<file path="src/rtl/multicycle_control.sv">
// Multi-cycle control FSM: sequences each instruction over several cycles, owns
// the status-flag register, waits on the memory ready handshake and traps bad opcodes.
module multicycle_control #(
    parameter int OP_W    = 6,
    parameter int FUNCT_W = 6,
    parameter int FLAG_W  = 3
) (
    input  logic               clk,
    input  logic               rst_n,
    input  logic [OP_W-1:0]    opcode,
    input  logic [FUNCT_W-1:0] funct,
    input  logic               mem_ready,
    input  logic [FLAG_W-1:0]  alu_flags,
    output logic               pc_write,
    output logic               iord,
    output logic               mem_read,
    output logic               mem_write,
    output logic               ir_write,
    output logic               reg_dst,
    output logic               mem_to_reg,
    output logic               reg_write,
    output logic               link_write,
    output logic               alu_src_a,
    output logic [1:0]         alu_src_b,
    output logic [1:0]         alu_op,
    output logic [1:0]         pc_src,
    output logic [FLAG_W-1:0]  status_flags,
    output logic               instr_done,
    output logic               illegal
);
    localparam logic [4:0] FETCH    = 5'd0;
    localparam logic [4:0] DECODE   = 5'd1;
    localparam logic [4:0] EXEC_R   = 5'd2;
    localparam logic [4:0] WB_R     = 5'd3;
    localparam logic [4:0] EXEC_I   = 5'd4;
    localparam logic [4:0] WB_I     = 5'd5;
    localparam logic [4:0] MEM_ADDR = 5'd6;
    localparam logic [4:0] MEM_RD   = 5'd7;
    localparam logic [4:0] MEM_WB   = 5'd8;
    localparam logic [4:0] MEM_WR   = 5'd9;
    localparam logic [4:0] BEQ      = 5'd10;
    localparam logic [4:0] JALPC    = 5'd11;
    localparam logic [4:0] BALV     = 5'd12;
    localparam logic [4:0] BLEZAL   = 5'd13;
    localparam logic [4:0] JMP_REG  = 5'd14;
    localparam logic [4:0] JMP_MEM  = 5'd15;
    localparam logic [4:0] TRAP     = 5'd16;

    localparam logic [OP_W-1:0]    OP_R      = OP_W'(6'b000000);
    localparam logic [OP_W-1:0]    OP_LW     = OP_W'(6'b100011);
    localparam logic [OP_W-1:0]    OP_SW     = OP_W'(6'b101011);
    localparam logic [OP_W-1:0]    OP_BEQ    = OP_W'(6'b000100);
    localparam logic [OP_W-1:0]    OP_NANDI  = OP_W'(6'b010000);
    localparam logic [OP_W-1:0]    OP_JALPC  = OP_W'(6'b011111);
    localparam logic [OP_W-1:0]    OP_BALV   = OP_W'(6'b100000);
    localparam logic [OP_W-1:0]    OP_BLEZAL = OP_W'(6'b100100);
    localparam logic [FUNCT_W-1:0] FN_BRV    = FUNCT_W'(6'b010100);
    localparam logic [FUNCT_W-1:0] FN_JMXOR  = FUNCT_W'(6'b100010);

    logic [4:0]        state_reg, state_next;
    logic [FLAG_W-1:0] status_reg;
    logic              status_en;
    logic              is_brv, is_jmxor;

    logic       pc_write_d, iord_d, mem_read_d, mem_write_d, ir_write_d, reg_dst_d;
    logic       mem_to_reg_d, reg_write_d, link_write_d, alu_src_a_d, instr_done_d;
    logic [1:0] alu_src_b_d, alu_op_d, pc_src_d;

    assign is_brv   = (funct == FN_BRV);
    assign is_jmxor = (funct == FN_JMXOR);

    always_ff @(posedge clk or negedge rst_n) begin
        if (!rst_n) begin
            state_reg  <= FETCH;
            status_reg <= '0;
        end else begin
            state_reg <= state_next;
            if (status_en)
                status_reg <= alu_flags;
        end
    end

    always_comb begin
        state_next   = state_reg;
        status_en    = 1'b0;
        pc_write_d   = 1'b0;
        iord_d       = 1'b0;
        mem_read_d   = 1'b0;
        mem_write_d  = 1'b0;
        ir_write_d   = 1'b0;
        reg_dst_d    = 1'b0;
        mem_to_reg_d = 1'b0;
        reg_write_d  = 1'b0;
        link_write_d = 1'b0;
        alu_src_a_d  = 1'b0;
        alu_src_b_d  = 2'b00;
        alu_op_d     = 2'b00;
        pc_src_d     = 2'b00;
        instr_done_d = 1'b0;
        case (state_reg)
            FETCH: begin
                mem_read_d  = 1'b1;
                alu_src_b_d = 2'b01;
                ir_write_d  = mem_ready;
                pc_write_d  = mem_ready;
                if (mem_ready)
                    state_next = DECODE;
            end
            DECODE: begin
                alu_src_b_d = 2'b11;
                case (opcode)
                    OP_R:               state_next = EXEC_R;
                    OP_LW, OP_SW:       state_next = MEM_ADDR;
                    OP_BEQ:             state_next = BEQ;
                    OP_NANDI:           state_next = EXEC_I;
                    OP_JALPC:           state_next = JALPC;
                    OP_BALV:            state_next = BALV;
                    OP_BLEZAL:          state_next = BLEZAL;
                    default:            state_next = TRAP;
                endcase
            end
            EXEC_R: begin
                alu_src_a_d = 1'b1;
                alu_op_d    = 2'b10;
                // Register-jump forms consume the old V flag, so they must not overwrite it
                status_en   = !(is_brv || is_jmxor);
                if (is_brv)
                    state_next = JMP_REG;
                else if (is_jmxor)
                    state_next = JMP_MEM;
                else
                    state_next = WB_R;
            end
            WB_R: begin
                reg_dst_d    = 1'b1;
                reg_write_d  = 1'b1;
                instr_done_d = 1'b1;
                state_next   = FETCH;
            end
            EXEC_I: begin
                alu_src_a_d = 1'b1;
                alu_src_b_d = 2'b10;
                alu_op_d    = 2'b11;
                state_next  = WB_I;
            end
            WB_I: begin
                reg_write_d  = 1'b1;
                instr_done_d = 1'b1;
                state_next   = FETCH;
            end
            MEM_ADDR: begin
                alu_src_a_d = 1'b1;
                alu_src_b_d = 2'b10;
                status_en   = 1'b1;
                state_next  = (opcode == OP_LW) ? MEM_RD : MEM_WR;
            end
            MEM_RD: begin
                mem_read_d = 1'b1;
                iord_d     = 1'b1;
                if (mem_ready)
                    state_next = MEM_WB;
            end
            MEM_WB: begin
                mem_to_reg_d = 1'b1;
                reg_write_d  = 1'b1;
                instr_done_d = 1'b1;
                state_next   = FETCH;
            end
            MEM_WR: begin
                mem_write_d  = 1'b1;
                iord_d       = 1'b1;
                instr_done_d = mem_ready;
                if (mem_ready)
                    state_next = FETCH;
            end
            BEQ: begin
                alu_src_a_d  = 1'b1;
                alu_op_d     = 2'b01;
                status_en    = 1'b1;
                pc_write_d   = alu_flags[0];
                pc_src_d     = 2'b01;
                instr_done_d = 1'b1;
                state_next   = FETCH;
            end
            JALPC: begin
                link_write_d = 1'b1;
                pc_write_d   = 1'b1;
                pc_src_d     = 2'b01;
                instr_done_d = 1'b1;
                state_next   = FETCH;
            end
            BALV: begin
                link_write_d = status_reg[2];
                pc_write_d   = status_reg[2];
                pc_src_d     = 2'b01;
                instr_done_d = 1'b1;
                state_next   = FETCH;
            end
            BLEZAL: begin
                alu_src_a_d  = 1'b1;
                alu_op_d     = 2'b01;
                link_write_d = alu_flags[0] | alu_flags[1];
                pc_write_d   = alu_flags[0] | alu_flags[1];
                pc_src_d     = 2'b01;
                instr_done_d = 1'b1;
                state_next   = FETCH;
            end
            JMP_REG: begin
                pc_write_d   = status_reg[2];
                pc_src_d     = 2'b11;
                instr_done_d = 1'b1;
                state_next   = FETCH;
            end
            JMP_MEM: begin
                mem_read_d   = 1'b1;
                iord_d       = 1'b1;
                pc_write_d   = mem_ready;
                pc_src_d     = 2'b10;
                instr_done_d = mem_ready;
                if (mem_ready)
                    state_next = FETCH;
            end
            TRAP:    state_next = TRAP;
            default: state_next = TRAP;
        endcase
    end

    // Reset forces every strobe low combinationally, even while the FSM sits in FETCH
    assign pc_write     = rst_n & pc_write_d;
    assign iord         = rst_n & iord_d;
    assign mem_read     = rst_n & mem_read_d;
    assign mem_write    = rst_n & mem_write_d;
    assign ir_write     = rst_n & ir_write_d;
    assign reg_dst      = rst_n & reg_dst_d;
    assign mem_to_reg   = rst_n & mem_to_reg_d;
    assign reg_write    = rst_n & reg_write_d;
    assign link_write   = rst_n & link_write_d;
    assign alu_src_a    = rst_n & alu_src_a_d;
    assign alu_src_b    = rst_n ? alu_src_b_d : 2'b00;
    assign alu_op       = rst_n ? alu_op_d : 2'b00;
    assign pc_src       = rst_n ? pc_src_d : 2'b00;
    assign instr_done   = rst_n & instr_done_d;
    assign status_flags = status_reg;
    assign illegal      = rst_n & (state_reg == TRAP);
endmodule

</file>
<file path="config.mk">
export PLATFORM = sky130hd
export DESIGN_NAME = multicycle_control
export DESIGN_NICKNAME = d
export VERILOG_FILES = /design/src/rtl/multicycle_control.sv
export SDC_FILE = /design/constraint.sdc
export NUM_CORES = 1
export LEC_CHECK = 0
export CELL_PAD_IN_SITES_DETAIL_PLACEMENT = 2
export CELL_PAD_IN_SITES_GLOBAL_PLACEMENT = 2
export CORE_ASPECT_RATIO = 0.5
export CORE_UTILIZATION = 35
export DETAILED_ROUTE_END_ITERATION = 16
export DONT_BUFFER_PORTS = 1
export PLACE_DENSITY_LB_ADDON = 0.1
export SYNTH_ARGS = -nofsm -noshare
export SYNTH_HDL_FRONTEND = slang
export SYNTH_SLANG_ARGS = --single-unit
</file>
<file path="constraint.sdc">
create_clock -name clk -period 2.3 [get_ports clk]
set_input_delay 0.46 -clock clk [delete_from_list [all_inputs] [get_ports clk]]
set_output_delay 0.46 -clock clk [all_outputs]
set_load 0.03 [all_outputs]
</file>
-- Word level (Yosys, flattened, before mapping)
Cells that the tools add are included.
- memories: 0
- output and inout port bits: 21
- bits in writable memories: 0
- bits in read-only memories: 0
- register bits: 8
- word-level logic and storage cells: 87
- latch bits: 0
- input bits: 18
- divide/modulo/power cells: 0
- bitwise gates (word level): 13
- shift-type cells: 0
- magnitude comparators: 0
- reductions and logical operators: 18
- mux-type cells: 26
- add/sub/neg operators: 0
- $mul: 0
- equal/unequal tests: 28
- operator list (cell ; number):
    $eq A5 B4 Y1 const B ; 8
    $pmux W5 S8 ; 1
    $pmux W5 S7 ; 1
    $eq A6 B6 Y1 const B ; 5
    $eq A5 B3 Y1 const B ; 4
    $eq A6 B5 Y1 const B ; 3
    $pmux W2 S3 ; 3
    $mux W5 ; 3
    $reduce_or A2 Y1 ; 7
    $and A1 B1 Y1 ; 12
    $mux W4 ; 3
    $eq A5 B2 Y1 const B ; 2
    $reduce_or A3 Y1 ; 3
    $mux W1 ; 8
    $reduce_or A8 Y1 ; 1
    $eq A6 B3 Y1 const B ; 1
    $logic_not A6 Y1 ; 1
    $mux W2 ; 3
    $eq A5 B1 Y1 const B ; 1
    $eq A5 B5 Y1 const B ; 1
    $logic_not A5 Y1 ; 1
    $pmux W1 S5 ; 1
    $reduce_or A5 Y1 ; 1
    $ne A2 B2 Y1 const B ; 2
    other kinds (8) ; 9

-- Logic depth before layout (Yosys ltp)
- word-level depth: 4
- gate-level depth with buffers: 6
- depth with buffers taken out: 4

-- Worst setup path before layout
Ideal clock, no wire load.
- kind: register -> output
- from: register state_reg[1]
- to: output port iord
- required time: 1840 ps
- cell stages (with the launch flop): 5
- arrival time: 1785 ps
- path slack: 55 ps
- buffers on the path: 2
- cell sequence: dfrtp_1 -> buf_2 -> clkbuf_1 -> mux2_2 -> nor3_1
- word-level cells in the longest chain between the ends: 4
- elaborated cells on any way between the ends: 6
- those cells by class: 3 x eq/ne; 1 x mux; 1 x bitwise; 1 x reduce/logical
- RTL lines (item ; RTL line ; source):
    from (decl) ; 60 ; logic [4:0] state_reg, state_next;
    from (signal assigned) ; 77 ; state_reg <= state_next;
    $eq A5 B4 Y1 or $eq A5 B3 Y1 (tied branches) ; 100 ; case (state_reg)
    $reduce_or A3 Y1 (no source line) (*) ; -- ;
    $mux W1 (*) ; 100 ;
    $and A1 B1 Y1 (*) ; 230 ; assign iord = rst_n & iord_d;
    to (decl) ; 15 ; output logic iord,
Every way passes the cells marked *; elsewhere a longest branch is shown, timed or not.

-- Final worst setup path
- from: register state_reg[1]
- to: output port pc_write
- word-level cells in the longest chain between the ends: 4
- elaborated cells on any way between the ends: 11
- those cells by class: 6 x eq/ne; 1 x mux; 1 x bitwise; 3 x reduce/logical
- RTL lines (item ; RTL line ; source):
    $eq A5 B4 Y1 or $logic_not A5 Y1 (tied branches) ; 100 ;
    $reduce_or A2 Y1 (no source line) ; -- ;
    $pmux W1 S5 (*) ; 100 ;
    $and A1 B1 Y1 (*) ; 229 ; assign pc_write = rst_n & pc_write_d;
    to (decl) ; 14 ; output logic pc_write,
Marks and branches as above.

==> flow_summary.ini <==
[outcome]
outcome = finished, final reports clean

[yosys]
syn_area_um2 = 993
syn-num-nets = 156
synth_warnings = 0
ys_seq_area_frac = 0.202
synth.largest_area_cell = dfrtp_1
syn_area_per_cell_um2 = 7.20
synth_cells = 138
ys_ff_latch = 8
synth_top_area_share = 0.202
synth.distinct_cells = 42
yosys-top-cells-area = dfrtp_1, o21ai_0, nand2_1

[cells_and_area]
fin_area_um2 = 1250
final_cell_mix = buf_4, nand2_1, nor2_1, o21ai_0
syn_to_final_growth_pct = 26.3
layout_commonest_cell = buf_4
diodes = 0
num-nets-final = 179
post-route-util = 0.476
largest_reg_flops = 5
fillCellCount = 317
fin_cells = 196
drive_above_1_share = 0.283

[route]
wl_um = 3710
drt-initial-drc-count = 95
wire_per_inst_um = 18.9
postRouteAntennaNets = 0
vias = 1151
firstDrtPassIters = 4
drc = 0
vias_per_cell = 5.87

[sta]
finalSetupViolCount = 0
setup_tns_ps = 0
worst_pin_slew_ps = 569
max_freq_mhz = 454
slew_viol_final = 0
min_period_over_period = 0.958
finalHoldViolCount = 0
slew_headroom = 0.616
finClkSkew_ps = 1.03
min_period_ps = 2200
whs_ps = 381
rsz0062_at_grt = false

[flow_run]
cap_violations = 0

[worst_setup_path]
max_stage_delay_ps = 450
cp-start-kind = flip-flop
path_class = reg2out
cp.required_ps = 1840
arrival_ps = 1740
endpoint_kind = output port
crit_chain = or3b_2 -> a21oi_1 -> o21ai_0 -> a31oi_1 -> buf_4
crit_path_top_delay_cell = or3b_2
crit_fanout = 6

[power]
leakage_nw = 0.486
power_density_nw_per_um2 = 267
ir_drop_mv = 0.241

[die]
die_x_um = 77.3
start_util = 0.377
die_height_um = 39.7
coreArea_um2 = 2640
ios = 39
die_area_um2 = 3070
rows = 13

[clock_network]
clockBufferDepth = 2
path_clk_slew_ps = 40
clkLatencyLatePin_ps = 230
clkSinkCount = 8
htree_num_levels = 1
cts_tree = built
clock-root-buffer = clkbuf_8
cts_buffers = 3

[global_routing]
grt_max_degree = 23
grt_pass1_wl_um = 5700
grt_usage = 0.259
antenna_found_initial = 0
grt_pass1_vias = 1084
grt.overflow.total = 0

[place]
place_inst = 190
gp_congestion = 0.776
io_buffers = 0
placed_cell_area_um2 = 1180
dp_hpwl_um = 2800

[min_path]
holdCritPathClass = in2reg
cell type report:
type / count / area, um^2 / share of cell area
tap: 37 / 46.3 / 0.0369
inverter: 3 / 11.3 / 0.00897
multi-input combinational: 117 / 734 / 0.585
sequential: 8 / 204 / 0.163
timing repair buffer: 28 / 218 / 0.173
clock buffer: 3 / 41.3 / 0.0329
final timing paths:
check	start	end	slack, ps	cells past startpoint
max	state_reg[1]	pc_write	100	5
min	alu_flags[2]	status_flags[2]	380	1
max reg2reg	state_reg[3]	state_reg[0]	460	5
min reg2reg	state_reg[4]	state_reg[4]	500	2
max in group asynchronous	rst_n	state_reg[0]	1380	1
min in group asynchronous	rst_n	status_flags[1]	600	1
metal layers:
| layer | vias to the layer above | track usage | routed length (um) |
|---|---|---|---|
| met5 | - | 0 | 0 |
| met1 | 552 | 0.362 | 1860 |
| met3 | 2 | 0.0233 | 134 |
| met2 | 40 | 0.440 | 1700 |
| li1 | 557 | - | - |
| met4 | 0 | 0.0613 | 12 |
stage by stage:
step	power [mW]	setup WS (ps)
2_1_floorplan	0.161	55.2
3_3_place_gp	0.165	314
3_5_place_dp	0.165	290
4_1_cts	0.342	40.7
5_1_grt	0.349	10.8
6_report	0.336	96.3
cell usage after synthesis:
| master | n |
|---|---|
| nor2_1 | 12 |
| nor4_1 | 2 |
| and3_1 | 1 |
| dfrtp_1 | 8 |
| a211o_1 | 2 |
| clkbuf_1 | 2 |
| o211ai_1 | 3 |
| nand2_1 | 13 |
| and2_1 | 1 |
| inv_1 | 3 |
| nor4b_2 | 1 |
| xor2_1 | 1 |
| or3_1 | 1 |
| o21ai_2 | 1 |
| nand4_1 | 1 |
| or2_2 | 3 |
| o21ai_0 | 11 |
| o32a_1 | 2 |
| a21o_1 | 2 |
| or3b_2 | 3 |
| nor3_1 | 9 |
| nand4b_1 | 2 |
| and3b_1 | 2 |
| o41ai_1 | 1 |
| nor4bb_1 | 3 |
| or3_4 | 1 |
| a21boi_0 | 1 |
| nand3_1 | 5 |
| a21oi_1 | 9 |
| o31ai_1 | 1 |
| o21bai_1 | 1 |
| o211a_1 | 1 |
| o22ai_1 | 1 |
| a311oi_1 | 1 |
| nor2b_1 | 2 |
| nand2b_1 | 5 |
| a31oi_1 | 2 |
| buf_2 | 8 |
| nand3b_1 | 2 |
| o22a_1 | 1 |
| mux2_2 | 4 |
| nor3b_1 | 3 |
power by group:
group          internal, mW  switching [mW]
Sequential            0.141               0
Clock                 0.113          0.0544
Combinational        0.0132          0.0133
Total                 0.268          0.0677
kinds of logic (layout without fill, tap and decap cells):
| logic type | Yosys count | after routing | synth area share |
|---|---|---|---|
| DFF | 8 | 8 | 0.202 |
| xor gates and xnor gates | 1 | 1 | 0.00882 |
| and+or+nand+nor | 72 | 72 | 0.422 |
| buffers and inverters | 13 | 34 | 0.0592 |
| muxes | 4 | 4 | 0.0453 |
| AOI/OAI and AO/OA | 40 | 40 | 0.263 |
repair_timing:
action                                  CTS  global route
gates resized for setup                   0             3
endpoints found under the setup margin    0             4
endpoints found under the hold margin     8             0
hold buffers                              1             0
setup buffers                             0             2
critical path: cells and delay by family (launching register included):
kind	cells	cell delay, ps
simple gates	1	450
compound gates	3	450
buf+inv	1	190
flops	1	430
Note: power is estimated with default switching activity, not from simulation.
